<file path="src/rtl/dmem_pkg.sv">
// Shared encodings for the data-memory access path: load/store op codes,
// memory store-size codes, arbiter state and port-owner types.
package dmem_pkg;

    localparam logic [2:0] OP_W  = 3'b000;
    localparam logic [2:0] OP_B  = 3'b001;
    localparam logic [2:0] OP_H  = 3'b010;
    localparam logic [2:0] OP_BU = 3'b011;
    localparam logic [2:0] OP_HU = 3'b100;

    localparam logic [1:0] SS_W = 2'b00;
    localparam logic [1:0] SS_B = 2'b01;
    localparam logic [1:0] SS_H = 2'b10;

    typedef enum logic [1:0] {ST_IDLE, ST_ACCESS, ST_RESP} state_t;
    typedef enum logic {OWN_CPU, OWN_DBG} owner_t;

    // Access size in bytes; 0 marks an op code with no defined meaning.
    function automatic logic [2:0] op_bytes(input logic [2:0] op);
        case (op)
            OP_W:        return 3'd4;
            OP_B, OP_BU: return 3'd1;
            OP_H, OP_HU: return 3'd2;
            default:     return 3'd0;
        endcase
    endfunction

endpackage

</file>
<file path="src/rtl/dmem_load_ext.sv">
// Load-result extension: the memory returns zero-extended data, signed
// byte/half loads get their sign bit replicated here.
module dmem_load_ext
    import dmem_pkg::*;
(
    input  logic [2:0]  op,
    input  logic [31:0] raw,
    output logic [31:0] ext
);

    // Sign-extend signed sub-word loads, pass everything else through.
    always_comb begin
        ext = raw;
        case (op)
            OP_B:    ext = {{24{raw[7]}}, raw[7:0]};
            OP_H:    ext = {{16{raw[15]}}, raw[15:0]};
            default: ext = raw;
        endcase
    end

endmodule

</file>
<file path="src/rtl/dmem_arbiter.sv">
// Two-port (CPU / debug) arbiter and access sequencer for the data memory.
// Each grant becomes IDLE -> ACCESS -> RESP: one memory cycle, then a
// one-cycle response pulse to the owning port. Ties alternate between ports.
module dmem_arbiter
    import dmem_pkg::*;
#(
    parameter int ADDR_W     = 11,
    parameter int DMEM_BYTES = 1024
)(
    input  logic              clk,
    input  logic              rst,
    input  logic              cpu_valid,
    output logic              cpu_ready,
    input  logic              cpu_we,
    input  logic [2:0]        cpu_op,
    input  logic [ADDR_W-1:0] cpu_addr,
    input  logic [31:0]       cpu_wdata,
    output logic              cpu_resp_valid,
    output logic [31:0]       cpu_rdata,
    output logic              cpu_err,
    input  logic              dbg_valid,
    output logic              dbg_ready,
    input  logic              dbg_we,
    input  logic [2:0]        dbg_op,
    input  logic [ADDR_W-1:0] dbg_addr,
    input  logic [31:0]       dbg_wdata,
    output logic              dbg_resp_valid,
    output logic [31:0]       dbg_rdata,
    output logic              dbg_err,
    output logic              mem_ena,
    output logic              mem_write,
    output logic              mem_read,
    output logic [1:0]        mem_ssignal,
    output logic [2:0]        mem_lsignal,
    output logic [ADDR_W-1:0] mem_addr,
    output logic [31:0]       mem_wdata,
    input  logic [31:0]       mem_rdata
);

    localparam logic [ADDR_W+1:0] CAP = (ADDR_W+2)'(DMEM_BYTES);
    localparam logic [ADDR_W+1:0] ONE = (ADDR_W+2)'(1);

    state_t            state_q, state_d;
    owner_t            last_grant, owner;
    logic              we_q, err_q;
    logic [2:0]        op_q;
    logic [ADDR_W-1:0] addr_q;
    logic [31:0]       wdata_q, rdata_q, ext_data;

    logic              idle, take, access_en, resp_on;
    logic              req_we, req_err;
    logic [2:0]        req_op, req_bytes;
    logic [ADDR_W-1:0] req_addr;
    logic [31:0]       req_wdata;
    logic [ADDR_W+1:0] last_byte;

    // Arbitration: a lone requester always wins, a tie goes to the port
    // that did not win last time.
    always_comb begin
        idle      = (state_q == ST_IDLE) && !rst;
        cpu_ready = idle && cpu_valid && (!dbg_valid || last_grant == OWN_DBG);
        dbg_ready = idle && dbg_valid && (!cpu_valid || last_grant == OWN_CPU);
        take      = cpu_ready || dbg_ready;
    end

    // Select the winning request and classify it (bad op, illegal store
    // width, or access running past the end of memory).
    always_comb begin
        req_we    = dbg_ready ? dbg_we    : cpu_we;
        req_op    = dbg_ready ? dbg_op    : cpu_op;
        req_addr  = dbg_ready ? dbg_addr  : cpu_addr;
        req_wdata = dbg_ready ? dbg_wdata : cpu_wdata;
        req_bytes = op_bytes(req_op);
        last_byte = {2'b00, req_addr} + {{(ADDR_W-1){1'b0}}, req_bytes} - ONE;
        req_err   = (req_bytes == 3'd0)
                 || (req_we && (req_op == OP_BU || req_op == OP_HU))
                 || (last_byte >= CAP);
    end

    // State register.
    always_ff @(posedge clk) begin
        if (rst) state_q <= ST_IDLE;
        else     state_q <= state_d;
    end

    // Next state: one cycle each in ACCESS and RESP.
    always_comb begin
        state_d = state_q;
        case (state_q)
            ST_IDLE:   if (take) state_d = ST_ACCESS;
            ST_ACCESS: state_d = ST_RESP;
            ST_RESP:   state_d = ST_IDLE;
            default:   state_d = ST_IDLE;
        endcase
    end

    dmem_load_ext u_ext (
        .op  (op_q),
        .raw (mem_rdata),
        .ext (ext_data)
    );

    // Latch the granted request; capture load data at the end of ACCESS.
    always_ff @(posedge clk) begin
        if (rst) begin
            last_grant <= OWN_DBG;
            owner      <= OWN_CPU;
            we_q       <= 1'b0;
            op_q       <= 3'b000;
            addr_q     <= '0;
            wdata_q    <= '0;
            err_q      <= 1'b0;
            rdata_q    <= '0;
        end else if (take) begin
            owner      <= dbg_ready ? OWN_DBG : OWN_CPU;
            last_grant <= dbg_ready ? OWN_DBG : OWN_CPU;
            we_q       <= req_we;
            op_q       <= req_op;
            addr_q     <= req_addr;
            wdata_q    <= req_wdata;
            err_q      <= req_err;
        end else if (state_q == ST_ACCESS) begin
            rdata_q    <= (err_q || we_q) ? 32'd0 : ext_data;
        end
    end

    // Memory strobes only during a good ACCESS; rst kills them at once so a
    // reset during ACCESS never lets the falling-edge write happen.
    always_comb begin
        access_en   = (state_q == ST_ACCESS) && !err_q && !rst;
        mem_ena     = access_en;
        mem_write   = access_en && we_q;
        mem_read    = access_en && !we_q;
        mem_ssignal = SS_W;
        if (state_q == ST_ACCESS) begin
            case (op_q)
                OP_B, OP_BU: mem_ssignal = SS_B;
                OP_H, OP_HU: mem_ssignal = SS_H;
                default:     mem_ssignal = SS_W;
            endcase
        end
        mem_lsignal = op_q;
        mem_addr    = addr_q;
        mem_wdata   = wdata_q;
    end

    // Response pulse to the owner only; reset in RESP suppresses it.
    always_comb begin
        resp_on        = (state_q == ST_RESP) && !rst;
        cpu_resp_valid = resp_on && (owner == OWN_CPU);
        dbg_resp_valid = resp_on && (owner == OWN_DBG);
        cpu_rdata      = cpu_resp_valid ? rdata_q : 32'd0;
        dbg_rdata      = dbg_resp_valid ? rdata_q : 32'd0;
        cpu_err        = cpu_resp_valid && err_q;
        dbg_err        = dbg_resp_valid && err_q;
    end

endmodule

</file>
<file path="config.mk">
export PLATFORM = sky130hd
export DESIGN_NAME = dmem_arbiter
export DESIGN_NICKNAME = d
export VERILOG_FILES = /design/src/rtl/dmem_pkg.sv /design/src/rtl/dmem_load_ext.sv /design/src/rtl/dmem_arbiter.sv
export SDC_FILE = /design/constraint.sdc
export NUM_CORES = 1
export LEC_CHECK = 0
export CAP_MARGIN = 20
export CORE_ASPECT_RATIO = 1.5
export CORE_MARGIN = 5
export CORE_UTILIZATION = 45
export CTS_BUF_LIST = sky130_fd_sc_hd__clkbuf_8
export DETAILED_ROUTE_END_ITERATION = 8
export PLACE_DENSITY = 0.94
export SLEW_MARGIN = 25
export SYNTH_ARGS = -nofsm -noshare
export SYNTH_HDL_FRONTEND = slang
export SYNTH_HIERARCHICAL = 1
export SYNTH_SLANG_ARGS = --single-unit
</file>
<file path="constraint.sdc">
create_clock -name clk -period 10.45 [get_ports clk]
set_input_delay 1.5675 -clock clk [delete_from_list [all_inputs] [get_ports clk]]
set_output_delay 1.5675 -clock clk [all_outputs]
set_load 0.05 [all_outputs]
</file>
==> flow_summary.toml, run 1 <==
[outcome]
status = "finished, final reports clean"

[synth]
syn-instance-count = 622
ys_top_cells_by_count = "89 x nor2_1, 84 x dfxtp_1, 71 x nand2_1, 67 x and2_1, 38 x a21oi_1"
yosysTopAreaCell = "dfxtp_1"
netlist.area_leader.share_pct = 34.6
yosysWarnings = 6
syn-cell-area_um2 = 4860
synth_ff_type = "dfxtp_1"
synth_cell_type_count = 48
syn_avg_cell_area_um2 = 7.82
ys_ff_latch = 84
yosysSeqAreaShare_pct = 34.6
synth_edf_count = 0
yosysMostFrequentCell = "nor2_1"
async_reset_ff_share_pct = 0
synth_nets = 767
yosys-top-cells-area = "dfxtp_1 35%, and2_1 8.6%, nor2_1 6.9%"

[timing]
skew_ns = 0.0152
drv_slew = 0
timing.final.ws_setup_ns = 4.78
max_slew_margin_pct = 36.5
max_freq_ghz = 0.176
fin_crit_sh_pct = 54.2
finalCriticalPeriod_ns = 5.67
finalHoldViolCount = 0
setup-violations-final = 0
setup-tns-final_ns = 0
worst_pin_slew_ns = 0.951
rsz0062_at_grt = "false"

[grt]
first_global_vias = 5010
grt_overflow = 0
grt_pass1_wl_um = 24300
track_usage_pct = 23.5
grt_max_degree = 92
antenna_found_initial = 0

[critical_path]
worstSetupPathType = "in2out"
cp_max_fo = 91
crit_path_start_kind = "input port"
critPathCaptureType = "output port"
critical_path_arrival_ns = 4.10
reg2regPathDepth = 15
critPathRequiredTime_ns = 8.88

[detailed_routing]
vias = 5251
wl_um = 15900
ant_nets = 0
wl_per_cell_um = 16.2
drtIter0Drc = 263
drtPass1Iterations = 5
drc = 0
vias_per_cell = 5.37

[clock_tree]
htree_levels = 3
clkSinkCount = 84
cts_resized = 0
cts_buffers = 9
clk_latency_ns = 0.35
cts_tree = "done"
holdBufCountCts = 0
cts.path.max_buffers = 2
clk_pin_slew_worst_paths_ns = 0.09
root_buffer = "clkbuf_8"
postCtsSetupBuffers = 0

[final_layout]
layout-drive-gt1-share_pct = 6.12
seq_area_um2 = 1680
multi_input_area_um2 = 2830
design_area_um2 = 7510
synthToLayoutAreaGrowth_pct = 54.3
insertedDiodeCount = 0
layout.nets = 974
stdcell_count = 978
fillers = 850

[floorplan]
core_um2 = 10600
dieArea_um2 = 13000
std_cell_rows = 46
die_height_um = 137
io_pins = 251
die_x_um = 94.9
start_util_pct = 45.9

[placement]
placed_cells = 962
port_buffers = 250
dp_slack_ns = 4.81
gp_congestion = 0.817
dp_hpwl_um = 12000
placed_cell_area_um2 = 7300

[pwr]
peakVddDrop_mv = 0.0958
p_leak_nw = 2.93
powerDensity_nw_per_um2 = 123

[job]
maxCapViolCount = 0

[worst_hold_path]
hold_path_class = "reg2reg"
min_path_cells = 2
==> worst max-delay path, stage by stage <==
cell             delay, ns
clkdlybuf4s50_1       0.48
inv_1                 0.09
a21oi_1               0.29
nand2_4               0.58
inv_1                 0.24
clkdlybuf4s50_1       0.83
==> area by class of cell <==
type,instances,area share (%)
Multi-Input combinational cell,461,37.7
Timing Repair Buffer,255,33.8
Sequential cell,84,22.4
Tap cell,144,2.40
Clock buffer,11,2.02
Inverter,18,0.900
Clock inverter,5,0.800
==> layer usage <==
metal | wire length (um) | GRT usage [%]
met5 | 0 | 0
met4 | 565 | 10.4
met3 | 1080 | 5.19
met2 | 8360 | 42.8
met1 | 5860 | 25.6
==> placed cells by master, fill, tap and decap left out, types with 3 or more instances in the layout <==
| cell | count |
|---|---|
| or2_2 | 16 |
| a21o_1 | 11 |
| a22oi_1 | 32 |
| a211oi_1 | 17 |
| nand2_1 | 71 |
| nor2_1 | 89 |
| a21oi_2 | 3 |
| and2_1 | 67 |
| ha_1 | 14 |
| xnor2_1 | 3 |
| nor3_1 | 22 |
| a21oi_1 | 38 |
| buf_4 | 5 |
| dfxtp_1 | 84 |
| a311oi_1 | 34 |
| clkbuf_8 | 11 |
| clkdlybuf4s50_1 | 249 |
| inv_1 | 17 |
| mux2i_1 | 13 |
==> flip-flops by register name (all words and copies together) (netlist names) <==
name / count
last_grant: 1
mem_addr: 11
mem_wdata: 32
rdata_q: 32
mem_lsignal: 3
err_q: 1
owner: 1
state_q: 2
we_q: 1
==> final timing paths <==
kind | startpoint | to | slack (ns)
max | dbg_valid | dbg_ready | 4.78
min | mem_wdata[22]$_SDFFE_PP0P_ | mem_wdata[22]$_SDFFE_PP0P_ | 0.49
max reg2reg | state_q[0]$_SDFFE_PP0P_ | err_q$_SDFFE_PP0P_ | 6.63
min reg2reg | mem_wdata[22]$_SDFFE_PP0P_ | mem_wdata[22]$_SDFFE_PP0P_ | 0.49
==> power by group <==
part | switching (mW) | leakage (nW) | internal [mW]
logic | 0.174 | 2.13 | 0.132
clock network | 0.121 | 0.106 | 0.124
registers | 0.0255 | 0.688 | 0.348
==> metrics by stage <==
stage / hold slack (ns) / total power [mW] / util, %
after global routing: 0.514 / 0.972 / 70.9
final: 0.488 / 0.924 / 70.9
after detailed placement: 0.474 / 0.686 / 68.9
after global placement: 0.468 / 0.680 / 68.9
after floorplan: 0.456 / 0.568 / -
after CTS: 0.492 / 0.931 / 70.9
==> cell families after synthesis <==
kind of cell	synth area share, %
buf+inv	7.69
mux	2.96
fa+ha+maj	4.01
compound gates	21.4
xor+xnor	0.720
simple gates	28.6
flops	34.6
(Power assumes the default switching activity.)
==> run 2, diff against run 1 <==
--- a/config.mk
+++ b/config.mk
@@ -8,10 +8,10 @@
 export CAP_MARGIN = 20
 export CORE_ASPECT_RATIO = 1.5
 export CORE_MARGIN = 5
-export CORE_UTILIZATION = 45
+export CORE_UTILIZATION = 37
 export CTS_BUF_LIST = sky130_fd_sc_hd__clkbuf_8
 export DETAILED_ROUTE_END_ITERATION = 8
-export PLACE_DENSITY = 0.94
+export PLACE_DENSITY = 0.84
 export SLEW_MARGIN = 25
 export SYNTH_ARGS = -nofsm -noshare
 export SYNTH_HDL_FRONTEND = slang
==> constraint.sdc (replaced) <==
create_clock -name clk -period 4.8 [get_ports clk]
set_input_delay 0.72 -clock clk [delete_from_list [all_inputs] [get_ports clk]]
set_output_delay 0.72 -clock clk [all_outputs]
set_load 0.05 [all_outputs]
==> flow_summary.toml, run 2 (synthesis results as in run 1) <==
[grt]
track_usage_pct = 19.7
first_global_vias = 4864
antenna_found_initial = 0
grt_overflow = 0
grt_max_degree = 71
grt_pass1_wl_um = 25100

[floorplan]
std_cell_rows = 51
start_util_pct = 37.6
core_um2 = 13000
io_pins = 251
die_height_um = 150
die_x_um = 104
dieArea_um2 = 15600

[detailed_routing]
ant_nets = 0
wl_um = 16200
vias_per_cell = 5.17
vias = 5148
drc = 0
drtPass1Iterations = 5
drtIter0Drc = 156
wl_per_cell_um = 16.3

[clock_tree]
postCtsSetupBuffers = 0
cts.path.max_buffers = 2
clkSinkCount = 84
cts_buffers = 9
holdBufCountCts = 0
cts_resized = 0
clk_pin_slew_worst_paths_ns = 0.08
root_buffer = "clkbuf_8"
clk_latency_ns = 0.36
cts_tree = "done"
htree_levels = 3

[final_layout]
fillers = 1175
layout-drive-gt1-share_pct = 6.33
design_area_um2 = 7560
utilization_pct = 58.3
final_cell_mix = "249 x clkdlybuf4s50_1, 89 x nor2_1, 84 x dfxtp_1"
synthToLayoutAreaGrowth_pct = 55.3
mostFrequentLayoutCell = "clkdlybuf4s50_1"
multi_input_area_um2 = 2830
seq_area_um2 = 1680
insertedDiodeCount = 0
layout.nets = 978

[critical_path]
cp_max_fo = 22
critical_path_arrival_ns = 4.01
critPathRequiredTime_ns = 5.06
r2r_end = "err_q$_SDFFE_PP0P_"
reg2regPathDepth = 15
worstSetupPathType = "in2reg"
crit_path_start_kind = "input port"
r2r_slack_ns = 1.48
rr_startpoint = "state_q[0]$_SDFFE_PP0P_"
critPathCaptureType = "flop"

[timing]
skew_ns = 0.0127
max_freq_ghz = 0.266
worst_pin_slew_ns = 0.862
setup-tns-final_ns = 0
finalHoldViolCount = 0
rsz0062_at_grt = "false"
max_slew_margin_pct = 42.3
finalCriticalPeriod_ns = 3.76
fin_crit_sh_pct = 78.2
setup-violations-final = 0
drv_slew = 0

[worst_hold_path]
worstHoldEndpoint = "mem_wdata[2]$_SDFFE_PP0P_"
holdCritStartpoint = "mem_wdata[2]$_SDFFE_PP0P_"
hold_path_class = "reg2reg"
min_path_cells = 2

[placement]
port_buffers = 250
placed_cell_area_um2 = 7340
gp_congestion = 0.777
dp_hpwl_um = 12300

[pwr]
p_leak_nw = 2.95
powerDensity_nw_per_um2 = 267
peakVddDrop_mv = 0.171

[job]
maxCapViolCount = 0

[outcome]
status = "finished, final reports clean"
-- run 2: cell types whose count changed in the layout (fill, tap and decap cells not counted), sizes merged --
cell    before  now
bufinv       1    2
clkbuf      11    9
inv         18   19
buf          6   10
clkinv       3    2
-- run 2: final cells by class --
class,count,area share (%)
repair buffers,259,34.0
inverters,18,0.894
well taps,159,2.63
clock buffers,9,1.64
multi-input cells,461,37.5
clock inverters,6,1.08
flip-flops and latches,84,22.3
-- run 2: metrics by stage --
step / hold WS [ns] / power [mW] / cells / setup WS (ns)
floorplan: 0.456 / 1.24 / 622 / 1.18
global placement: 0.467 / 1.48 / 980 / 0.808
detailed placement: 0.468 / 1.50 / 980 / 0.691
CTS: 0.484 / 2.05 / 995 / 1.07
global route: 0.514 / 2.13 / 996 / 0.739
finish: 0.483 / 2.02 / 996 / 1.04
-- run 2: worst max-delay path, cell delays in order --
cell and delay (ns):
clkdlybuf4s50_1 0.49, inv_1 0.09, a21oi_1 0.25, nand2_4 0.26, nor3_1 0.23, a21oi_1 0.06
ha_1 0.28, inv_1 0.06, ha_1 0.15, inv_1 0.05, fa_1 0.36, nor2b_1 0.13
o2111ai_1 0.11, a311oi_1 0.27, nor2_1 0.08, xor2_1 0.14, a311oi_1 0.26
-- run 2: worst max-delay path by stage --
stage,from,end,slack [ns],depth (start not counted)
floorplan,rst,err_q$_SDFFE_PP0P_,1.18,18
global placement,dbg_valid,err_q$_SDFFE_PP0P_,0.81,17
detailed placement,dbg_valid,err_q$_SDFFE_PP0P_,0.69,17
CTS,dbg_valid,err_q$_SDFFE_PP0P_,1.07,17
global route,dbg_valid,err_q$_SDFFE_PP0P_,0.74,17
finish,dbg_valid,err_q$_SDFFE_PP0P_,1.04,17
-- run 2: power breakdown --
group	internal (mW)	leakage, nW	total (mW)	switching, mW
clock network	0.287	0.106	0.541	0.254
registers	0.758	0.688	0.808	0.0499
logic	0.291	2.15	0.672	0.381
total	1.34	2.95	2.02	0.685
-- run 2: metal layers --
layer	vias up	global-route usage (%)	routed length, um
li1	2564	-	-
met1	2359	21.4	6050
met2	193	36.0	8580
met3	32	5.53	1110
met4	0	7.49	472
met5	-	0	0
==> run 3, diff against run 2 <==
==> constraint.sdc (replaced) <==
create_clock -name clk -period 3.4 [get_ports clk]
set_input_delay 0.51 -clock clk [delete_from_list [all_inputs] [get_ports clk]]
set_output_delay 0.51 -clock clk [all_outputs]
set_load 0.05 [all_outputs]
==> flow_summary.toml, run 3 (synthesis results as in run 1) <==
[final_layout]
design_area_um2 = 8010
utilization_pct = 61.8
synthToLayoutAreaGrowth_pct = 64.7
final_cell_mix = "176 x clkdlybuf4s50_1, 89 x nor2_1, 84 x dfxtp_1"
layout-drive-gt1-share_pct = 18.3
seq_area_um2 = 1680
mostFrequentLayoutCell = "clkdlybuf4s50_1"
multi_input_area_um2 = 2880
fillers = 1073
layout.nets = 998
stdcell_count = 1018

[placement]
placed_cells = 1000
placed_cell_area_um2 = 7750
dp_slack_ns = -0.238
gp_congestion = 0.828
port_buffers = 250
dp_hpwl_um = 12000

[detailed_routing]
ant_nets = 0
vias = 5228
drtPass1Iterations = 5
wl_um = 16200
vias_per_cell = 5.14
wl_per_cell_um = 15.9
drtIter0Drc = 173
drc = 0

[floorplan]
dieArea_um2 = 15600
die_height_um = 150
die_x_um = 104
io_pins = 251
core_um2 = 13000
start_util_pct = 37.6
std_cell_rows = 51

[critical_path]
worstSetupPathType = "in2reg"
r2r_slack_ns = 0.31
critPathCaptureType = "flop"
cp-endpoint = "err_q$_SDFFE_PP0P_"
reg2regPathDepth = 12
cp_max_fo = 7
rr_startpoint = "state_q[0]$_SDFFE_PP0P_"
critical_path_arrival_ns = 3.47
crit_start = "cpu_valid"
critPathRequiredTime_ns = 3.66
r2r_end = "err_q$_SDFFE_PP0P_"
crit_path_start_kind = "input port"

[timing]
worst_pin_slew_ns = 0.948
max_freq_ghz = 0.312
timing.final.ws_setup_ns = 0.196
max_slew_margin_pct = 36.8
setup-tns-final_ns = 0
whs_ns = 0.486
setup-violations-final = 0
finalCriticalPeriod_ns = 3.20
skew_ns = 0.0109
drv_slew = 0
fin_crit_sh_pct = 94.2
finalHoldViolCount = 0

[grt]
use_met2_pct = 35.6
top_usage_layer = "met2"
antenna_found_initial = 0
gr-usage-met1_pct = 21.3
track_usage_pct = 19.5
use_met3_pct = 5.96
first_global_vias = 5124
grt_max_degree = 88
grt_overflow = 0
grt_pass1_wl_um = 25300

[pwr]
power.total_mw = 2.88
p_leak_nw = 3.27
peakVddDrop_mv = 0.223
powerDensity_nw_per_um2 = 360

[clock_tree]
cts_buffers = 9
clk_pin_slew_worst_paths_ns = 0.09
cts.path.max_buffers = 2
clkSinkCount = 84
clk_latency_ns = 0.35
cts_tree = "done"
holdBufCountCts = 0
root_buffer = "clkbuf_8"
htree_levels = 3

[outcome]
status = "finished, final reports clean"

[job]
maxCapViolCount = 0

[worst_hold_path]
hold_path_class = "reg2reg"
==> run 3: timing repair <==
item / 4_1_cts / 5_1_grt
endpoints found under the setup margin: 0 / 1
resized for setup: 0 / 12
endpoints found under the hold margin: 0 / 0
buffers inserted: 0 / 1
==> run 3: power breakdown <==
| group | switching (mW) | leakage [nW] | internal [mW] |
|---|---|---|---|
| Combinational | 0.555 | 2.48 | 0.437 |
| Sequential | 0.0618 | 0.688 | 1.07 |
| Clock | 0.405 | 0.101 | 0.352 |
==> run 3: critical path, cell delays in order <==
cell and delay (ns):
clkdlybuf4s50_1 0.50, a21oi_4 0.22, nand2_4 0.12, nor4_1 0.26, a21oi_1 0.08, ha_1 0.35
fa_1 0.43, nor2b_1 0.12, o2111ai_1 0.13, a311oi_1 0.28, nor2_1 0.08, xor2_1 0.14
a311oi_1 0.24
==> run 3: worst min path at each step <==
stage                                    start                         end  slack (ns)  depth (start not counted)
finish              mem_wdata[27]$_SDFFE_PP0P_  mem_wdata[27]$_SDFFE_PP0P_        0.49                          2
global route         mem_wdata[8]$_SDFFE_PP0P_   mem_wdata[8]$_SDFFE_PP0P_        0.51                          2
CTS                  mem_wdata[5]$_SDFFE_PP0P_   mem_wdata[5]$_SDFFE_PP0P_        0.49                          2
detailed placement   mem_wdata[5]$_SDFFE_PP0P_   mem_wdata[5]$_SDFFE_PP0P_        0.47                          2
global placement    mem_wdata[16]$_SDFFE_PP0P_  mem_wdata[16]$_SDFFE_PP0P_        0.47                          2
floorplan                   owner$_SDFFE_PP0P_          owner$_SDFFE_PP0P_        0.46                          2
==> run 3: metal layers <==
metal  vias up  wire length [um]
met1      2431              6160
met3        18              1020
met5         -                 0
li1       2610                 -
met4         0               301
met2       169              8670
==> run 3: cell type report <==
type / instances / area share [%]
Clock inverter: 7 / 1.02
Antenna cell: 1 / 0.0312
Clock buffer: 9 / 1.55
Timing Repair Buffer: 279 / 37.2
Inverter: 18 / 0.843
Tap cell: 159 / 2.48
Multi-Input combinational cell: 461 / 35.9
Sequential cell: 84 / 21.0
